--- config.mk ---
export PLATFORM = sky130hd
export DESIGN_NAME = vga_scaled
export DESIGN_NICKNAME = d
export VERILOG_FILES = /design/src/rtl/vga_scaled.sv
export SDC_FILE = /design/constraint.sdc
export NUM_CORES = 1
export LEC_CHECK = 0
export ABC_AREA = 1
export BUFFER_PORTS_ARGS = -buffer_cell sky130_fd_sc_hd__clkbuf_2
export CAP_MARGIN = 15
export CORE_ASPECT_RATIO = 0.6
export CORE_MARGIN = 2
export CORE_UTILIZATION = 51
export CTS_CLUSTER_DIAMETER = 100
export DETAILED_ROUTE_END_ITERATION = 10
export GPL_TIMING_DRIVEN = 0
export HOLD_SLACK_MARGIN = 0.08
export PLACE_DENSITY = 0.8
export RECOVER_POWER = 50
export SYNTH_ARGS = -nofsm -noshare
export SYNTH_HDL_FRONTEND = slang
export SYNTH_SLANG_ARGS = --single-unit
--- constraint.sdc ---
create_clock -name pixel_clk_7_425mhz -period 2 [get_ports pixel_clk_7_425mhz]
set_clock_uncertainty 0.2 [all_clocks]
set_input_delay 0.2 -clock pixel_clk_7_425mhz [delete_from_list [all_inputs] [get_ports pixel_clk_7_425mhz]]
set_output_delay 0.2 -clock pixel_clk_7_425mhz [all_outputs]
set_load 0.03 [all_outputs]
--- src/rtl/vga_scaled.sv ---
// vga_scaled: configurable VGA timing that integer-scales a DISP_W x DISP_H mono framebuffer,
// fetching one row per line into a line buffer. Define VGA_BORDER_EN for a 1-pixel image frame.
module vga_scaled #(
   parameter int unsigned H_SYNC    = 4,
   parameter int unsigned H_BACK    = 22,
   parameter int unsigned H_VISIBLE = 128,
   parameter int unsigned H_FRONT   = 11,
   parameter int unsigned V_SYNC    = 5,
   parameter int unsigned V_BACK    = 20,
   parameter int unsigned V_VISIBLE = 720,
   parameter int unsigned V_FRONT   = 5,
   parameter int unsigned DISP_W    = 64,
   parameter int unsigned DISP_H    = 32,
   parameter int unsigned SCALE_X   = 2,
   parameter int unsigned SCALE_Y   = 20,
   parameter int unsigned SYNC_NEG  = 1
) (
   input  logic                      pixel_clk_7_425mhz,
   input  logic                      rst,
   output logic                      fb_rd_req,
   output logic [$clog2(DISP_H)-1:0] fb_rd_row,
   input  logic                      fb_rd_valid,
   input  logic [DISP_W-1:0]         fb_rd_data,
   output logic                      color,
   output logic                      hsync,
   output logic                      vsync,
   output logic                      in_hblank,
   output logic                      in_vblank,
   output logic                      frame_start,
   output logic                      underrun
);
   localparam int unsigned H_TOTAL  = H_SYNC + H_BACK + H_VISIBLE + H_FRONT;
   localparam int unsigned V_TOTAL  = V_SYNC + V_BACK + V_VISIBLE + V_FRONT;
   localparam int unsigned H_OFF    = (H_VISIBLE - DISP_W * SCALE_X) / 2;
   localparam int unsigned V_OFF    = (V_VISIBLE - DISP_H * SCALE_Y) / 2;
   localparam int unsigned H_VIS0   = H_SYNC + H_BACK;
   localparam int unsigned V_VIS0   = V_SYNC + V_BACK;
   localparam int unsigned IMG_H0   = H_VIS0 + H_OFF;
   localparam int unsigned IMG_H1   = IMG_H0 + DISP_W * SCALE_X;
   localparam int unsigned IMG_V0   = V_VIS0 + V_OFF;
   localparam int unsigned IMG_V1   = IMG_V0 + DISP_H * SCALE_Y;
   localparam int unsigned DEADLINE = IMG_H0 - 2;
   localparam int unsigned HW       = $clog2(H_TOTAL);
   localparam int unsigned VW       = $clog2(V_TOTAL);
   localparam int unsigned SXW      = (SCALE_X > 1) ? $clog2(SCALE_X) : 1;
   localparam int unsigned SYW      = (SCALE_Y > 1) ? $clog2(SCALE_Y) : 1;
   localparam int unsigned CW       = (DISP_W > 1) ? $clog2(DISP_W) : 1;
   localparam int unsigned RW       = $clog2(DISP_H);
   localparam logic        SYNC_ACT = (SYNC_NEG == 0);

   if (DISP_W * SCALE_X > H_VISIBLE) begin : g_bad_w
      $error("vga_scaled: DISP_W*SCALE_X exceeds H_VISIBLE");
   end
   if (DISP_H * SCALE_Y > V_VISIBLE) begin : g_bad_h
      $error("vga_scaled: DISP_H*SCALE_Y exceeds V_VISIBLE");
   end
   if (H_SYNC + H_BACK + H_OFF < 4) begin : g_bad_lead
      $error("vga_scaled: too few clocks before the image to fetch a row");
   end

   logic [HW-1:0]     h;
   logic [VW-1:0]     v;
   logic [SXW-1:0]    sx;
   logic [SYW-1:0]    sy;
   logic [CW-1:0]     col;
   logic [RW-1:0]     row;
   logic [DISP_W-1:0] linebuf;
   logic              pending;
   logic              line_ok;

   logic h_last_c, v_last_c, h_img_c, v_img_c, h_vis_c, v_vis_c, pix_c;

   assign h_last_c = (h == HW'(H_TOTAL - 1));
   assign v_last_c = (v == VW'(V_TOTAL - 1));
   assign h_img_c  = (h >= HW'(IMG_H0)) && (h <= HW'(IMG_H1 - 1));
   assign v_img_c  = (v >= VW'(IMG_V0)) && (v <= VW'(IMG_V1 - 1));
   assign h_vis_c  = (h >= HW'(H_VIS0)) && (h <= HW'(H_VIS0 + H_VISIBLE - 1));
   assign v_vis_c  = (v >= VW'(V_VIS0)) && (v <= VW'(V_VIS0 + V_VISIBLE - 1));

   // Pixel for the current counter position; underrun lines keep line_ok low and stay black
   always_comb begin
      pix_c = h_img_c && v_img_c && line_ok && linebuf[CW'(DISP_W - 1) - col];
`ifdef VGA_BORDER_EN
      if (h_img_c && v_img_c &&
          (h == HW'(IMG_H0) || h == HW'(IMG_H1 - 1) || v == VW'(IMG_V0) || v == VW'(IMG_V1 - 1)))
         pix_c = 1'b1;
`endif
   end

   always_ff @(posedge pixel_clk_7_425mhz) begin
      if (rst) begin
         h           <= '0;
         v           <= '0;
         sx          <= '0;
         sy          <= '0;
         col         <= '0;
         row         <= '0;
         linebuf     <= '0;
         pending     <= 1'b0;
         line_ok     <= 1'b0;
         underrun    <= 1'b0;
         fb_rd_req   <= 1'b0;
         fb_rd_row   <= '0;
         color       <= 1'b0;
         hsync       <= ~SYNC_ACT;
         vsync       <= ~SYNC_ACT;
         in_hblank   <= 1'b1;
         in_vblank   <= 1'b1;
         frame_start <= 1'b0;
      end else begin
         // Raster position plus scaled row tracking, advanced once per line
         if (h_last_c) begin
            h <= '0;
            v <= v_last_c ? '0 : v + VW'(1);
            if (v_img_c) begin
               if (sy == SYW'(SCALE_Y - 1)) begin
                  sy  <= '0;
                  row <= (row == RW'(DISP_H - 1)) ? '0 : row + RW'(1);
               end else begin
                  sy <= sy + SYW'(1);
               end
            end else begin
               sy  <= '0;
               row <= '0;
            end
         end else begin
            h <= h + HW'(1);
         end

         if (h_img_c) begin
            if (sx == SXW'(SCALE_X - 1)) begin
               sx  <= '0;
               col <= (col == CW'(DISP_W - 1)) ? '0 : col + CW'(1);
            end else begin
               sx <= sx + SXW'(1);
            end
         end else begin
            sx  <= '0;
            col <= '0;
         end

         // One row fetch per image line; a missed deadline blanks the line and latches underrun
         fb_rd_req <= 1'b0;
         if (h == '0 && v_img_c) begin
            fb_rd_req <= 1'b1;
            fb_rd_row <= row;
            pending   <= 1'b1;
            line_ok   <= 1'b0;
         end else if (pending) begin
            if (fb_rd_valid) begin
               linebuf <= fb_rd_data;
               line_ok <= 1'b1;
               pending <= 1'b0;
            end else if (h == HW'(DEADLINE)) begin
               pending  <= 1'b0;
               underrun <= 1'b1;
            end
         end

         hsync       <= (h < HW'(H_SYNC)) ? SYNC_ACT : ~SYNC_ACT;
         vsync       <= (v < VW'(V_SYNC)) ? SYNC_ACT : ~SYNC_ACT;
         in_hblank   <= ~h_vis_c;
         in_vblank   <= ~v_vis_c;
         frame_start <= (h == '0) && (v == '0);
         color       <= pix_c;
      end
   end
endmodule

==> impl_metrics.env <==
export IMPL_synthDistinctLibCells=33
export IMPL_cts_tree="built"
export IMPL_vias_in_the_first_global_route=5750
export IMPL_syn_nets=836
export IMPL_netlist_area_um2=5299
export IMPL_largest_fanout_on_the_critical_path=7
export IMPL_path_common_cell="sky130_fd_sc_hd__nand3_2"
export IMPL_critical_path_endpoint_type="flip-flop"
export IMPL_ir_worst_vdd_v=0.0007837
export IMPL_drc_errors=0
export IMPL_drt_vias_per_instance=5.551
export IMPL_postLayoutCoreUtil=0.7868
export IMPL_post_route_worst_setup_slack_ps=-168.5
export IMPL_syn_inst=757
export IMPL_die_height_um=82.96
export IMPL_clock_root_buffer="sky130_fd_sc_hd__clkbuf_16"
export IMPL_worst_setup_path_type="reg2reg"
export IMPL_flow_area_growth_from_synthesis_pct=48.26
export IMPL_rsz0062_at_grt="yes"
export IMPL_clk_insertion_delay_late_ps=410
export IMPL_timing_critical_path_buf_inv=3
export IMPL_first_pass_iteration_count_of_the_detailed_router=7
export IMPL_cts_num_sinks=114
export IMPL_required_time_of_the_worst_setup_path_ps=2100
export IMPL_synthDominantCellAreaShare=0.4307
export IMPL_antennaDiodeCount=0
export IMPL_grt_start_max_net_pins=17
export IMPL_critical_path_top_delay_cell="sky130_fd_sc_hd__dfxtp_4"
export IMPL_synth_top_area_cell="sky130_fd_sc_hd__dfxtp_1"
export IMPL_hpwlAfterDp_um=9914
export IMPL_port_buffers=79
export IMPL_rd_place_congestion=0.9477
export IMPL_fmax_ghz=0.4612
export IMPL_hold_path_class="in2reg"
export IMPL_grt_use_total=0.3159
export IMPL_worst_slew_margin_rel=0.4540
export IMPL_worst_path_largest_cell_delay_ps=350
export IMPL_die_area_um2=11250
export IMPL_ctsHtreeMaxLevel=4
export IMPL_antenna_found_initial=0
export IMPL_grt_ovfl_total=0
export IMPL_syn_area_per_cell_um2=7.000
export IMPL_route_antenna_remaining_nets=0
export IMPL_synth_warning_count=0
export IMPL_violations_in_the_final_reports="negative setup slack"
export IMPL_drt_iter0_drc=653
export IMPL_total_power_uw=5881
export IMPL_setup_viol_count_final=69
export IMPL_seq_area_frac_synth=0.4307
export IMPL_worst_slew_pin_transition_ps=819.0
export IMPL_status="finished with violations"
export IMPL_leakage_uw=0.003222
export IMPL_placeableCoreArea_um2=9985
export IMPL_effective_utilization_at_floorplan=0.5307
export IMPL_finalMaxSlewViolations=0
export IMPL_finalHoldViolations=0
export IMPL_floorplan_die_width_um=135.6
export IMPL_core_rowCount=28
export IMPL_yosys_register_bits=114
export IMPL_io_pin_count=80
export IMPL_power_per_cell_area_nw_per_um2=748.5
export IMPL_critical_path_top_delay_family="simple AND/OR/NAND/NOR gates"
export IMPL_maxCapViolCount=0
export IMPL_netlist_top_cells_area="sky130_fd_sc_hd__dfxtp_1, sky130_fd_sc_hd__nor2_1, sky130_fd_sc_hd__nand2_1, sky130_fd_sc_hd__nand3_1, sky130_fd_sc_hd__o21ai_0"
export IMPL_clkSlewWorstSetupHoldPaths_ps=50
export IMPL_nets=1028
export IMPL_final_period_minus_worst_setup_slack_ps=2168
export IMPL_crit_path_cell_trace="buf_6 -> ha_4 -> nor2_4 -> nand3_2 -> nand2_2 -> nand3_2 -> nand3_4 -> nand2_8 -> buf_12 -> clkbuf_16 -> o21ai_4 -> nor2_1"
export IMPL_timing_critical_path_from_type="flip-flop"
export IMPL_routedWlPerCell_um=16.93
export IMPL_cts_bufs_inserted=17
export IMPL_critical_path_arrival_ps=2270
export IMPL_vias=6089
export IMPL_grt_first_pass_wirelength_um=27950
export IMPL_ctsLongestPathBuffers=2
export IMPL_period_share=1.084
export IMPL_drt_wl_total_um=18570
export IMPL_drive_above_1_share=0.2505
## metal layers
layer	vias to the layer above	share of wire	GRT usage	wire (um)
met5	-	0	0	0
met2	396	0.45	0.4766	8412
met1	2767	0.41	0.4279	7679
li1	2872	-	-	-
met4	0	0.024	0.1259	453
met3	54	0.11	0.08669	2025
## cell type report
| class | count | area [um2] |
|---|---|---|
| buffer | 37 | 295.3 |
| inverter | 47 | 191.4 |
| multi-input combinational | 560 | 2977 |
| timing repair buffer | 172 | 1306 |
| sequential | 114 | 2288 |
| clock buffer | 22 | 474.2 |
| tap | 135 | 168.9 |
| clock inverter | 10 | 155.1 |
| fill | 656 | 2128 |
## worst register-to-register path, cell delays in order (launching register included)
cell and delay, ps:
sky130_fd_sc_hd__dfxtp_4 350, sky130_fd_sc_hd__buf_6 120, sky130_fd_sc_hd__ha_4 160, sky130_fd_sc_hd__nor2_4 140, sky130_fd_sc_hd__nand3_2 110, sky130_fd_sc_hd__nand2_2 90, sky130_fd_sc_hd__nand3_2 90, sky130_fd_sc_hd__nand3_4 130
sky130_fd_sc_hd__nand2_8 90, sky130_fd_sc_hd__buf_12 170, sky130_fd_sc_hd__clkbuf_16 170, sky130_fd_sc_hd__o21ai_4 180, sky130_fd_sc_hd__nor2_1 70
## power by group
part | switching, uW | internal [uW]
Sequential | 8.50 | 2280
Clock | 1050 | 2170
Combinational | 182 | 182
Total | 1240 | 4640
## layout by cell type, fill, tap and decap left out, drive strengths merged
master and count:
nor2 174, xor2 5, o31ai 1, nand2 147, nor4 3, nor3 12
dfxtp 114, o21bai 1, a31oi 1, nor3b 5, nand3 76, xnor2 2
o211ai 1, bufinv 4, clkbuf 116, ha 12, dlygate4sd3 66, clkinv 5
inv 46, o21ai 81, o22ai 1, buf 49, a21oi 21, nand4 15
a211oi 2, clkinvlp 2
## cell usage after synthesis (all sizes together)
master / count
a211oi: 2
a21oi: 21
a31oi: 1
buf: 24
clkbuf: 13
clkinv: 2
dfxtp: 114
ha: 12
inv: 45
nand2: 146
nand3: 76
nand4: 15
nor2: 174
nor3: 12
nor3b: 5
nor4: 3
o211ai: 1
o21ai: 81
o21bai: 1
o22ai: 1
o31ai: 1
xnor2: 2
xor2: 5
## what timing repair did
action,in CTS,in global routing
pin swaps,6,21
buffers inserted,23,4
hold buffers,66,0
setup endpoints to repair,85,90
endpoints found under the hold margin,76,0
resized for setup,83,97
gates cloned,2,2
## state kept, by name, indices dropped and copies added, names as in the netlist
register / count
color: 1
v: 10
hsync: 1
pending: 1
frame_start: 1
in_vblank: 1
in_hblank: 1
line_ok: 1
h: 8
sy: 5
underrun: 1
linebuf: 64
vsync: 1
col: 6
sx: 1
row: 5
fb_rd_req: 1
fb_rd_row: 5
## stage by stage
| step | setup WS (ps) | setup TNS [ps] | hold WS (ps) | cell area (um2) | std cells |
|---|---|---|---|---|---|
| floorplan | 85.66 | 0 | 69.07 | 5299 | 757 |
| global placement | -343.9 | -15900 | 237.6 | 5863 | 971 |
| detailed placement | -306.8 | -14640 | 241.4 | 5863 | 971 |
| CTS | -48.17 | -70.84 | 235.7 | 7547 | 1094 |
| global route | -210.7 | -9829 | 288.9 | 7856 | 1097 |
| finish | -168.5 | -4733 | 250.2 | 7856 | 1097 |
## path summary, 6_finish.rpt
check | slack, ps | cells after the start | start | to
setup / recovery | -170 | 12 | v[0]$_SDFFE_PP0P_ | linebuf[62]$_SDFFE_PP0P_
hold / removal | 250 | 4 | rst | v[3]$_SDFFE_PP0P_
setup reg to reg | -170 | 12 | v[0]$_SDFFE_PP0P_ | linebuf[62]$_SDFFE_PP0P_
hold reg to reg | 280 | 2 | linebuf[42]$_SDFFE_PP0P_ | linebuf[42]$_SDFFE_PP0P_
## logic make-up after synthesis
family / Yosys count / synth area share
adders and majority gates: 12 / 0.02833
AOI/OAI and AO/OA: 109 / 0.1058
and+or+nand+nor: 431 / 0.3462
buffers and inverters: 84 / 0.07745
DFF: 114 / 0.4307
xor gates and xnor gates: 7 / 0.01157
No activity file was read; power rests on OpenSTA's default activity.
